### src/rtl/repairmb_partner_ctrl_if.sv
// Signal bundle between the REPAIRMB partner sequencer and its neighbours
// (MBINIT FSM, sideband codec, REPAIRMB checker).
interface repairmb_partner_ctrl_if #(
  parameter int unsigned MSG_W = 4
);
  logic             i_en;
  logic             i_sb_msg_valid;
  logic [MSG_W-1:0] i_sb_msg;
  logic             i_lane_result_valid;
  logic [1:0]       i_functional_lanes;
  logic             o_start_check;
  logic             o_second_check;
  logic [1:0]       o_functional_lanes;
  logic             i_done_check;
  logic             i_go_to_repeat;
  logic             i_go_to_train_error;
  logic             i_continue;
  logic             o_sb_msg_valid;
  logic [MSG_W-1:0] o_sb_msg;
  logic             o_done;
  logic             o_train_error;

  modport master (
    input  i_en, i_sb_msg_valid, i_sb_msg, i_lane_result_valid, i_functional_lanes,
           i_done_check, i_go_to_repeat, i_go_to_train_error, i_continue,
    output o_start_check, o_second_check, o_functional_lanes,
           o_sb_msg_valid, o_sb_msg, o_done, o_train_error
  );

  modport slave (
    output i_en, i_sb_msg_valid, i_sb_msg, i_lane_result_valid, i_functional_lanes,
           i_done_check, i_go_to_repeat, i_go_to_train_error, i_continue,
    input  o_start_check, o_second_check, o_functional_lanes,
           o_sb_msg_valid, o_sb_msg, o_done, o_train_error
  );
endinterface

### src/rtl/repairmb_partner_ctrl.sv
// Partner-side MBINIT.REPAIRMB sequencer: answers REPAIRMB sideband requests,
// drives the lane checker (first and optional post-degrade check) and picks the exit.
module repairmb_partner_ctrl #(
  parameter int unsigned    TIMEOUT_CYCLES   = 8000,
  parameter int unsigned    MSG_W            = 4,
  parameter logic [MSG_W-1:0] MSG_START_REQ    = MSG_W'(1),
  parameter logic [MSG_W-1:0] MSG_START_RESP   = MSG_W'(2),
  parameter logic [MSG_W-1:0] MSG_DEGRADE_REQ  = MSG_W'(3),
  parameter logic [MSG_W-1:0] MSG_DEGRADE_RESP = MSG_W'(4),
  parameter logic [MSG_W-1:0] MSG_END_REQ      = MSG_W'(5),
  parameter logic [MSG_W-1:0] MSG_END_RESP     = MSG_W'(6)
) (
  input logic                   CLK,
  input logic                   rst_n,
  repairmb_partner_ctrl_if.master bus
);

  localparam int unsigned WD_W = (TIMEOUT_CYCLES > 2) ? $clog2(TIMEOUT_CYCLES) : 1;

  typedef enum logic [2:0] {
    S_IDLE, S_WAIT_START, S_WAIT_RESULT, S_CHECK,
    S_WAIT_DEGRADE, S_WAIT_END, S_DONE, S_ERROR
  } state_t;

  state_t           state_q, state_d;
  logic [WD_W-1:0]  wd_q, wd_d;
  logic [1:0]       lanes_q, lanes_d;
  logic             flag_q, flag_d;
  logic             start_check_q, start_check_d;
  logic             second_check_q, second_check_d;
  logic [1:0]       lanes_out_q, lanes_out_d;
  logic             tx_valid_q, tx_valid_d;
  logic [MSG_W-1:0] tx_msg_q, tx_msg_d;
  logic             done_q, done_d;
  logic             err_q, err_d;

  logic wd_expired, rx_start, rx_degrade, rx_end, counting;

  assign wd_expired = (wd_q == WD_W'(TIMEOUT_CYCLES - 1));
  assign rx_start   = bus.i_sb_msg_valid && (bus.i_sb_msg == MSG_START_REQ);
  assign rx_degrade = bus.i_sb_msg_valid && (bus.i_sb_msg == MSG_DEGRADE_REQ);
  assign rx_end     = bus.i_sb_msg_valid && (bus.i_sb_msg == MSG_END_REQ);
  assign counting   = state_q inside {S_WAIT_START, S_WAIT_RESULT, S_CHECK,
                                      S_WAIT_DEGRADE, S_WAIT_END};

  // State register
  always_ff @(posedge CLK or negedge rst_n) begin
    if (!rst_n) state_q <= S_IDLE;
    else        state_q <= state_d;
  end

  // Next-state logic; watchdog expiry outranks any message or checker result
  always_comb begin
    state_d = state_q;
    if (!bus.i_en) begin
      state_d = S_IDLE;
    end else begin
      case (state_q)
        S_IDLE:         state_d = S_WAIT_START;
        S_WAIT_START:   if (wd_expired) state_d = S_ERROR;
                        else if (rx_start) state_d = S_WAIT_RESULT;
        S_WAIT_RESULT:  if (wd_expired) state_d = S_ERROR;
                        else if (bus.i_lane_result_valid) state_d = S_CHECK;
        S_CHECK: begin
          if (wd_expired) state_d = S_ERROR;
          else if (bus.i_done_check) begin
            if (bus.i_go_to_train_error)  state_d = S_ERROR;
            else if (bus.i_go_to_repeat)  state_d = flag_q ? S_ERROR : S_WAIT_DEGRADE;
            else if (bus.i_continue)      state_d = S_WAIT_END;
            else                          state_d = S_ERROR;
          end
        end
        S_WAIT_DEGRADE: if (wd_expired) state_d = S_ERROR;
                        else if (rx_degrade) state_d = S_WAIT_RESULT;
        S_WAIT_END:     if (wd_expired) state_d = S_ERROR;
                        else if (rx_end) state_d = S_DONE;
        S_DONE:         state_d = S_DONE;
        S_ERROR:        state_d = S_ERROR;
        default:        state_d = S_IDLE;
      endcase
    end
  end

  // Output / datapath next values, all derived from the transition being taken
  always_comb begin
    wd_d           = '0;
    lanes_d        = lanes_q;
    flag_d         = flag_q;
    tx_valid_d     = 1'b0;
    tx_msg_d       = '0;

    if (state_d == S_IDLE) begin
      lanes_d = 2'b00;
      flag_d  = 1'b0;
    end
    if (state_q == S_WAIT_RESULT && state_d == S_CHECK) lanes_d = bus.i_functional_lanes;
    if (state_q == S_WAIT_DEGRADE && state_d == S_WAIT_RESULT) flag_d = 1'b1;
    if (counting && state_d == state_q) wd_d = wd_q + WD_W'(1);

    if (state_q == S_WAIT_START && state_d == S_WAIT_RESULT) begin
      tx_valid_d = 1'b1;
      tx_msg_d   = MSG_START_RESP;
    end else if (state_q == S_WAIT_DEGRADE && state_d == S_WAIT_RESULT) begin
      tx_valid_d = 1'b1;
      tx_msg_d   = MSG_DEGRADE_RESP;
    end else if (state_q == S_WAIT_END && state_d == S_DONE) begin
      tx_valid_d = 1'b1;
      tx_msg_d   = MSG_END_RESP;
    end

    start_check_d  = (state_d == S_CHECK);
    second_check_d = (state_d == S_CHECK) && flag_d;
    lanes_out_d    = (state_d == S_CHECK) ? lanes_d : 2'b00;
    done_d         = (state_d == S_DONE);
    err_d          = (state_d == S_ERROR);
  end

  always_ff @(posedge CLK or negedge rst_n) begin
    if (!rst_n) begin
      wd_q           <= '0;
      lanes_q        <= 2'b00;
      flag_q         <= 1'b0;
      start_check_q  <= 1'b0;
      second_check_q <= 1'b0;
      lanes_out_q    <= 2'b00;
      tx_valid_q     <= 1'b0;
      tx_msg_q       <= '0;
      done_q         <= 1'b0;
      err_q          <= 1'b0;
    end else begin
      wd_q           <= wd_d;
      lanes_q        <= lanes_d;
      flag_q         <= flag_d;
      start_check_q  <= start_check_d;
      second_check_q <= second_check_d;
      lanes_out_q    <= lanes_out_d;
      tx_valid_q     <= tx_valid_d;
      tx_msg_q       <= tx_msg_d;
      done_q         <= done_d;
      err_q          <= err_d;
    end
  end

  assign bus.o_start_check      = start_check_q;
  assign bus.o_second_check     = second_check_q;
  assign bus.o_functional_lanes = lanes_out_q;
  assign bus.o_sb_msg_valid     = tx_valid_q;
  assign bus.o_sb_msg           = tx_msg_q;
  assign bus.o_done             = done_q;
  assign bus.o_train_error      = err_q;

endmodule

### src/flat_wrapper.sv
// flat-port wrapper written by rule: the top's interface ports become plain ports
module repairmb_partner_ctrl_flat 
#(
  parameter int unsigned    TIMEOUT_CYCLES   = 8000,
  parameter int unsigned    MSG_W            = 4,
  parameter logic [MSG_W-1:0] MSG_START_REQ    = MSG_W'(1),
  parameter logic [MSG_W-1:0] MSG_START_RESP   = MSG_W'(2),
  parameter logic [MSG_W-1:0] MSG_DEGRADE_REQ  = MSG_W'(3),
  parameter logic [MSG_W-1:0] MSG_DEGRADE_RESP = MSG_W'(4),
  parameter logic [MSG_W-1:0] MSG_END_REQ      = MSG_W'(5),
  parameter logic [MSG_W-1:0] MSG_END_RESP     = MSG_W'(6)
)
  (CLK, rst_n, bus_i_en, bus_i_sb_msg_valid, bus_i_sb_msg, bus_i_lane_result_valid, bus_i_functional_lanes, bus_i_done_check, bus_i_go_to_repeat, bus_i_go_to_train_error, bus_i_continue, bus_o_start_check, bus_o_second_check, bus_o_functional_lanes, bus_o_sb_msg_valid, bus_o_sb_msg, bus_o_done, bus_o_train_error);
  repairmb_partner_ctrl_if #(.MSG_W(MSG_W)) bus_i ();
  input logic CLK;
  input logic rst_n;
  input wire logic [$bits(bus_i.i_en)-1:0] bus_i_en;
  input wire logic [$bits(bus_i.i_sb_msg_valid)-1:0] bus_i_sb_msg_valid;
  input wire logic [$bits(bus_i.i_sb_msg)-1:0] bus_i_sb_msg;
  input wire logic [$bits(bus_i.i_lane_result_valid)-1:0] bus_i_lane_result_valid;
  input wire logic [$bits(bus_i.i_functional_lanes)-1:0] bus_i_functional_lanes;
  input wire logic [$bits(bus_i.i_done_check)-1:0] bus_i_done_check;
  input wire logic [$bits(bus_i.i_go_to_repeat)-1:0] bus_i_go_to_repeat;
  input wire logic [$bits(bus_i.i_go_to_train_error)-1:0] bus_i_go_to_train_error;
  input wire logic [$bits(bus_i.i_continue)-1:0] bus_i_continue;
  output wire logic [$bits(bus_i.o_start_check)-1:0] bus_o_start_check;
  output wire logic [$bits(bus_i.o_second_check)-1:0] bus_o_second_check;
  output wire logic [$bits(bus_i.o_functional_lanes)-1:0] bus_o_functional_lanes;
  output wire logic [$bits(bus_i.o_sb_msg_valid)-1:0] bus_o_sb_msg_valid;
  output wire logic [$bits(bus_i.o_sb_msg)-1:0] bus_o_sb_msg;
  output wire logic [$bits(bus_i.o_done)-1:0] bus_o_done;
  output wire logic [$bits(bus_i.o_train_error)-1:0] bus_o_train_error;
  assign bus_i.i_en = bus_i_en;
  assign bus_i.i_sb_msg_valid = bus_i_sb_msg_valid;
  assign bus_i.i_sb_msg = bus_i_sb_msg;
  assign bus_i.i_lane_result_valid = bus_i_lane_result_valid;
  assign bus_i.i_functional_lanes = bus_i_functional_lanes;
  assign bus_i.i_done_check = bus_i_done_check;
  assign bus_i.i_go_to_repeat = bus_i_go_to_repeat;
  assign bus_i.i_go_to_train_error = bus_i_go_to_train_error;
  assign bus_i.i_continue = bus_i_continue;
  assign bus_o_start_check = bus_i.o_start_check;
  assign bus_o_second_check = bus_i.o_second_check;
  assign bus_o_functional_lanes = bus_i.o_functional_lanes;
  assign bus_o_sb_msg_valid = bus_i.o_sb_msg_valid;
  assign bus_o_sb_msg = bus_i.o_sb_msg;
  assign bus_o_done = bus_i.o_done;
  assign bus_o_train_error = bus_i.o_train_error;
  repairmb_partner_ctrl #(.TIMEOUT_CYCLES(TIMEOUT_CYCLES), .MSG_W(MSG_W), .MSG_START_REQ(MSG_START_REQ), .MSG_START_RESP(MSG_START_RESP), .MSG_DEGRADE_REQ(MSG_DEGRADE_REQ), .MSG_DEGRADE_RESP(MSG_DEGRADE_RESP), .MSG_END_REQ(MSG_END_REQ), .MSG_END_RESP(MSG_END_RESP)) u_core (.CLK(CLK), .rst_n(rst_n), .bus(bus_i));
endmodule
### config.mk
export PLATFORM = sky130hd
export DESIGN_NAME = repairmb_partner_ctrl_flat
export DESIGN_NICKNAME = d
export VERILOG_FILES = /design/src/rtl/repairmb_partner_ctrl_if.sv /design/src/rtl/repairmb_partner_ctrl.sv /design/src/flat_wrapper.sv
export SDC_FILE = /design/constraint.sdc
export NUM_CORES = 1
export LEC_CHECK = 0
export BUFFER_PORTS_ARGS = -buffer_cell sky130_fd_sc_hd__clkbuf_2
export CORE_MARGIN = 3
export CORE_UTILIZATION = 30
export DETAILED_ROUTE_END_ITERATION = 16
export GPL_TIMING_DRIVEN = 1
export HOLD_SLACK_MARGIN = 0.06
export PLACE_DENSITY_LB_ADDON = 0.3
export SYNTH_ARGS = -nofsm -noshare
export SYNTH_HDL_FRONTEND = slang
export SYNTH_SLANG_ARGS = --single-unit
### constraint.sdc
create_clock -name CLK -period 3.2 [get_ports CLK]
set_clock_uncertainty 0.15 [all_clocks]
set_input_delay 0.32 -clock CLK [delete_from_list [all_inputs] [get_ports CLK]]
set_output_delay 0.32 -clock CLK [all_outputs]
set_load 0.05 [all_outputs]
======== Yosys cells after proc, flatten, opt, wreduce, memory -nomap -nowiden ========
Cells that the tools add are included.
word-level totals
  flip-flop bits (word level) ............. 30
  bits of input ports ..................... 15
  output and inout port bits .............. 11
  logic and storage cells ................. 68
cells by class
  $add $sub $neg .......................... 1
  eq/ne operators ......................... 16
  muxes and demuxes ....................... 28
  reduce and logical (&&, ||, !) cells .... 12
operators with widths
  cell                   number
  $mux 3                 14
  $pmux 3 s8             1
  $eq 3x3->1 const B     6
  $add 13x1->13 const B  1
  $eq 13x13->1 const B   1
  $mux 13                1
  $eq 3x2->1 const B     4
  $mux 2                 5
  $logic_and 1x1->1      9
  $mux 4                 2
  $logic_not 3->1        2
  $mux 1                 5
  $reduce_bool 5->1      1
  $eq 4x1->1 const B     1
  $eq 4x2->1 const B     1
  $eq 4x3->1 const B     1
  $eq 3x1->1 const B     1
  $eq 3x3->1             1

======== Longest topological paths before layout ========
  word-level depth ........................ 12
  depth in mapped cells ................... 8
  depth with buffers taken out ............ 7

======== Worst setup path before layout ========
OpenSTA, ideal clock, no wires.
  path type ............................... flip-flop to flip-flop
  from .................................... register u_core.wd_q[7]
  to ...................................... register u_core.lanes_q[0]
  library setup time ...................... 0.127 ns
  arrival ................................. 2.265 ns
  required time ........................... 2.923 ns
  path slack .............................. 0.657 ns
  stages on the path, launching flop included .. 7
  buffers on the path ..................... 0
  period minus slack after synthesis ...... 2.543 ns
  cell sequence ........................... dfrtp_1 > or3b_1 > or4_4 > a2111o_1 > o211ai_2 > and2_1 > mux2_1
on the way
  cells in the longest elaborated chain, start to end .. 7
  elaborated cells between the ends (all ways) .. 13
  those cells by class .................... eq/ne (2); mux (9); reduce/logical (2)
RTL lines
  item                                           line                                                      text
  start, declared                                repairmb_partner_ctrl.sv:26                               logic [WD_W-1:0] wd_q, wd_d;
  start signal, assigned                         repairmb_partner_ctrl.sv:131                              wd_q <= wd_d;
  $eq 13x13->1 *                                 repairmb_partner_ctrl.sv:39                               assign wd_expired = (wd_q == WD_W'(TIMEOUT_CYCLES - 1));
  $mux 3 (on tied branches)                      n/a
  $pmux 3 s8 *                                   repairmb_partner_ctrl.sv:58                               case (state_q)
  $mux 3 *                                       repairmb_partner_ctrl.sv:55                               if (!bus.i_en) begin
  via u_core.state_d[1]                          repairmb_partner_ctrl.sv:25                               state_t state_q, state_d;
  $logic_not 3->1 or $eq 3x2->1 (tied branches)  repairmb_partner_ctrl.sv:92, repairmb_partner_ctrl.sv:96
  $mux 2 or $logic_and 1x1->1 (tied branches)    repairmb_partner_ctrl.sv:92, repairmb_partner_ctrl.sv:96
  $mux 2 *                                       repairmb_partner_ctrl.sv:96                               if (state_q == S_WAIT_RESULT && state_d == S_CHECK) lanes_d = bus.i_functional_lanes;
  via u_core.lanes_d[0]                          repairmb_partner_ctrl.sv:27                               logic [1:0] lanes_q, lanes_d;
  end signal, assigned                           repairmb_partner_ctrl.sv:132                              lanes_q <= lanes_d;
  end, declared                                  repairmb_partner_ctrl.sv:27
Mark *: on every way through the listed nets, which the timed path passes. The rest lies on a longest branch.

======== Final worst setup path ========
  from .................................... register u_core.wd_q[0]
  to ...................................... register u_core.lanes_q[0]
Same word-level chain as after synthesis.

==> run metrics <==
outcome=completed; antenna cells=0; vias=1196; Detail Route Antenna Nets=0; CTS tree=built; HP Start=bus_i_functional_lanes[1]; first-pass GRT wire length=5.38 mm; core area=4820 um2; I/O pin cnt=26; Sw Pwr=0.143 mW; Die ar.=5990 um2; most frequent cells in the layout=28 x dfrtp_1, 23 x clkbuf_2, 17 x nor2_1, 9 x nand2_1, 8 x nor3_1; Seq pwr share=57.5%; clock share of power=33.8%; DRC=0; DRT Wirelength=3.08 mm; Post-CTS Setup Repair Bufs=0; DRT Pass-1 Iters=4; HPWL Detailed=2.30 mm; HP Class=in2reg; Setup CP Type=reg2reg; Critical Path Sink=u_core.lanes_q[0]; Ys Warns=0; clock latency on the worst-skew pair=0.27 ns; Fill cells=517; register area share after synthesis=45.8%; Net Sw Frac=22.8%; cell accounting for the most synthesized area=dfrtp_1; chip height=77.4 um; row cnt=25; Slew Limit Fails=0; Mean Syn Cell Area=10.0 um2; crit path capture type=flop; internal power=0.483 mW; dominant cells by area after synthesis=dfrtp_1 46%, nor2_1 4.2%, xnor2_1 3.4%; Die W=77.4 um; initial core utilization=31.8%; Port Buffer Count=23; area growth from synthesis to layout=15.3%; reg2reg path depth=7; f_max=0.367 GHz; total negative slack=0 ns; Worst-Margin Slew=0.682 ns; Nets=193; most common cell after layout, fill and taps aside=dfrtp_1; crit path launch=u_core.wd_q[0]; final worst-path cycle share=85.0%; share of layout cells above drive strength 1=23.3%; GRT Residual Overflow=0; vias per cell=4.92; Clk pin slew, worst setup/hold paths=0.09 ns; Tot Pwr=0.626 mW; Hold Violations, Final=0; Register Area=701 um2; H-tree levels=1; Comb pwr share=8.6%; critical path arrival=2.73 ns; setup repair after global routing missed its margin=no; Req. time, crit path=3.21 ns; DR iter-0 viols=77; relative slew slack=54.5%; wire length per cell after detailed routing=12.7 um; routability congestion estimate=0.805; vias in the first global route=1213; area of the multi-input gates=758 um2; Final Critical Period=2.72 ns; Reg2Reg Setup Slack=0.48 ns; clk sink count=28; Lkg Pwr=0.772 nW; reg-to-reg startpoint=u_core.wd_q[0]; Yosys reg bits=28; mapped cell area=1530 um2; gr usage total=10.9%; largest net degree at the start of global routing=29; post-synth top area share=45.8%; final setup violating endpoints=0; CTS Buf Count=3; MaxCap Viol Count=0; Max VDD drop=0.255 mV; Pwr per Cell Area=355 nW/um2; initial antenna violation count=0; CP max FO=5; R2R Path End=u_core.lanes_q[0]; root buffer cell=clkbuf_8; Longest Clk Path Bufs=2; Synth Instances=153; startpoint types=flop; Cell variety after synth=42
[cell usage after synthesis]
| library cell | number |
|---|---|
| dfrtp_1 | 28 |
| nand3_1 | 7 |
| nand2b_1 | 1 |
| o31ai_1 | 1 |
| nor3_2 | 5 |
| o22ai_1 | 1 |
| a21oi_1 | 2 |
| a32oi_1 | 2 |
| nor2b_1 | 2 |
| clkbuf_1 | 4 |
| ha_1 | 1 |
| or3b_1 | 2 |
| nor3b_1 | 2 |
| buf_6 | 1 |
| xor2_1 | 5 |
| a31oi_1 | 1 |
| nor4_1 | 1 |
| o211ai_2 | 1 |
| nand2_1 | 9 |
| nor4_2 | 1 |
| and2_1 | 5 |
| o21ai_0 | 5 |
| a2111oi_2 | 1 |
| buf_4 | 3 |
| o221ai_1 | 1 |
| nand2b_4 | 1 |
| nand4_1 | 5 |
| mux2_1 | 2 |
| nor2_1 | 17 |
| xnor2_1 | 6 |
| o22ai_2 | 1 |
| a2111o_1 | 2 |
| nand4bb_1 | 1 |
| or3_1 | 1 |
| o41ai_1 | 2 |
| nor3b_2 | 1 |
| nor3_1 | 8 |
| o21bai_1 | 1 |
| conb_1 | 1 |
| inv_1 | 7 |
| mux2i_1 | 4 |
| or4_4 | 1 |
[flip-flops by register name, summed over array words and instances (netlist names)]
signal / cells
u_core.state_q: 3
u_core.bus.o_sb_msg_valid: 1
u_core.bus.o_done: 1
u_core.lanes_q: 2
u_core.flag_q: 1
u_core.bus.o_start_check: 1
u_core.bus.o_second_check: 1
u_core.bus.o_sb_msg: 2
u_core.bus.o_functional_lanes: 2
u_core.wd_q: 13
u_core.bus.o_train_error: 1
[logic make-up (layout without fill, tap and decap cells)]
| kind of cell | after synthesis | count (layout) | share of synthesized area, % |
|---|---|---|---|
| adders and majority gates | 1 | 1 | 0.818 |
| muxes | 6 | 6 | 4.09 |
| buffers and inverters | 15 | 37 | 4.91 |
| DFF | 28 | 28 | 45.8 |
| AOI/OAI and AO/OA | 21 | 21 | 11.0 |
| other | 1 | 2 | 0.245 |
| xor gates and xnor gates | 11 | 11 | 6.30 |
| and+or+nand+nor | 70 | 70 | 26.8 |
[layer usage]
metal  GRT usage (%)  part of all wire [%]  up-vias  wire, um
met1            14.8                    46      567      1400
met3            2.55                   5.2        6       159
met5               0                     0        -         0
li1                -                     -      585         -
met4            3.91                   2.1        0        65
met2            16.9                    47       38      1450
[power by group through the flow]
| stage | combinational [mW] | sequential, mW | clock (mW) |
|---|---|---|---|
| 2_1_floorplan | 0.0365 | 0.365 | 0 |
| 3_3_place_gp | 0.0540 | 0.367 | 0 |
| 3_5_place_dp | 0.0540 | 0.367 | 0 |
| 4_1_cts | 0.0549 | 0.360 | 0.223 |
| 5_1_grt | 0.0604 | 0.361 | 0.236 |
| 6_report | 0.0541 | 0.360 | 0.212 |
[what timing repair did]
| item | CTS | global route |
|---|---|---|
| endpoints found under the hold margin | 28 | 0 |
| resized for setup | 0 | 0 |
| hold buffers | 1 | 0 |
[metrics by stage]
| step | cell area [um2] | cells | hold WS [ns] | setup slack (ns) | util [%] |
|---|---|---|---|---|---|
| 5_1_grt | 1760 | 243 | 0.130 | 0.356 | 36.6 |
| 3_5_place_dp | 1700 | 238 | 0.253 | 0.503 | 35.3 |
| 4_1_cts | 1760 | 243 | 0.128 | 0.489 | 36.6 |
| 3_3_place_gp | 1700 | 238 | 0.251 | 0.535 | 35.3 |
| 2_1_floorplan | 1530 | 154 | -0.126 | 0.657 | - |
| 6_report | 1760 | 243 | 0.141 | 0.478 | 36.6 |
[area by class of cell]
type / instances / share of cell area (%)
Tap cell: 67 / 4.75
Clock buffer: 4 / 3.12
Timing Repair Buffer: 26 / 7.94
Sequential cell: 28 / 39.7
Inverter: 7 / 1.49
Multi-Input combinational cell: 111 / 43.0
[how the worst min path moves through the flow]
stage | to | slack, ns | cells past startpoint
4_1_cts | u_core.lanes_q[0] | 0.13 | 2
5_1_grt | u_core.lanes_q[1] | 0.13 | 2
6_report | u_core.lanes_q[1] | 0.14 | 2
2_1_floorplan | u_core.bus.o_done | -0.13 | 0
3_3_place_gp | u_core.wd_q[11] | 0.25 | 1
3_5_place_dp | u_core.wd_q[10] | 0.25 | 1
[worst max-delay path, cell delays in order (launching register included)]
cell and delay, ns:
dfrtp_1 0.40, ha_1 0.22, nand2_1 0.11, or4_4 0.58, a2111o_1 0.43, o211ai_2 0.16
and2_1 0.22, mux2_1 0.33
No activity file was read; power rests on OpenSTA's default activity.
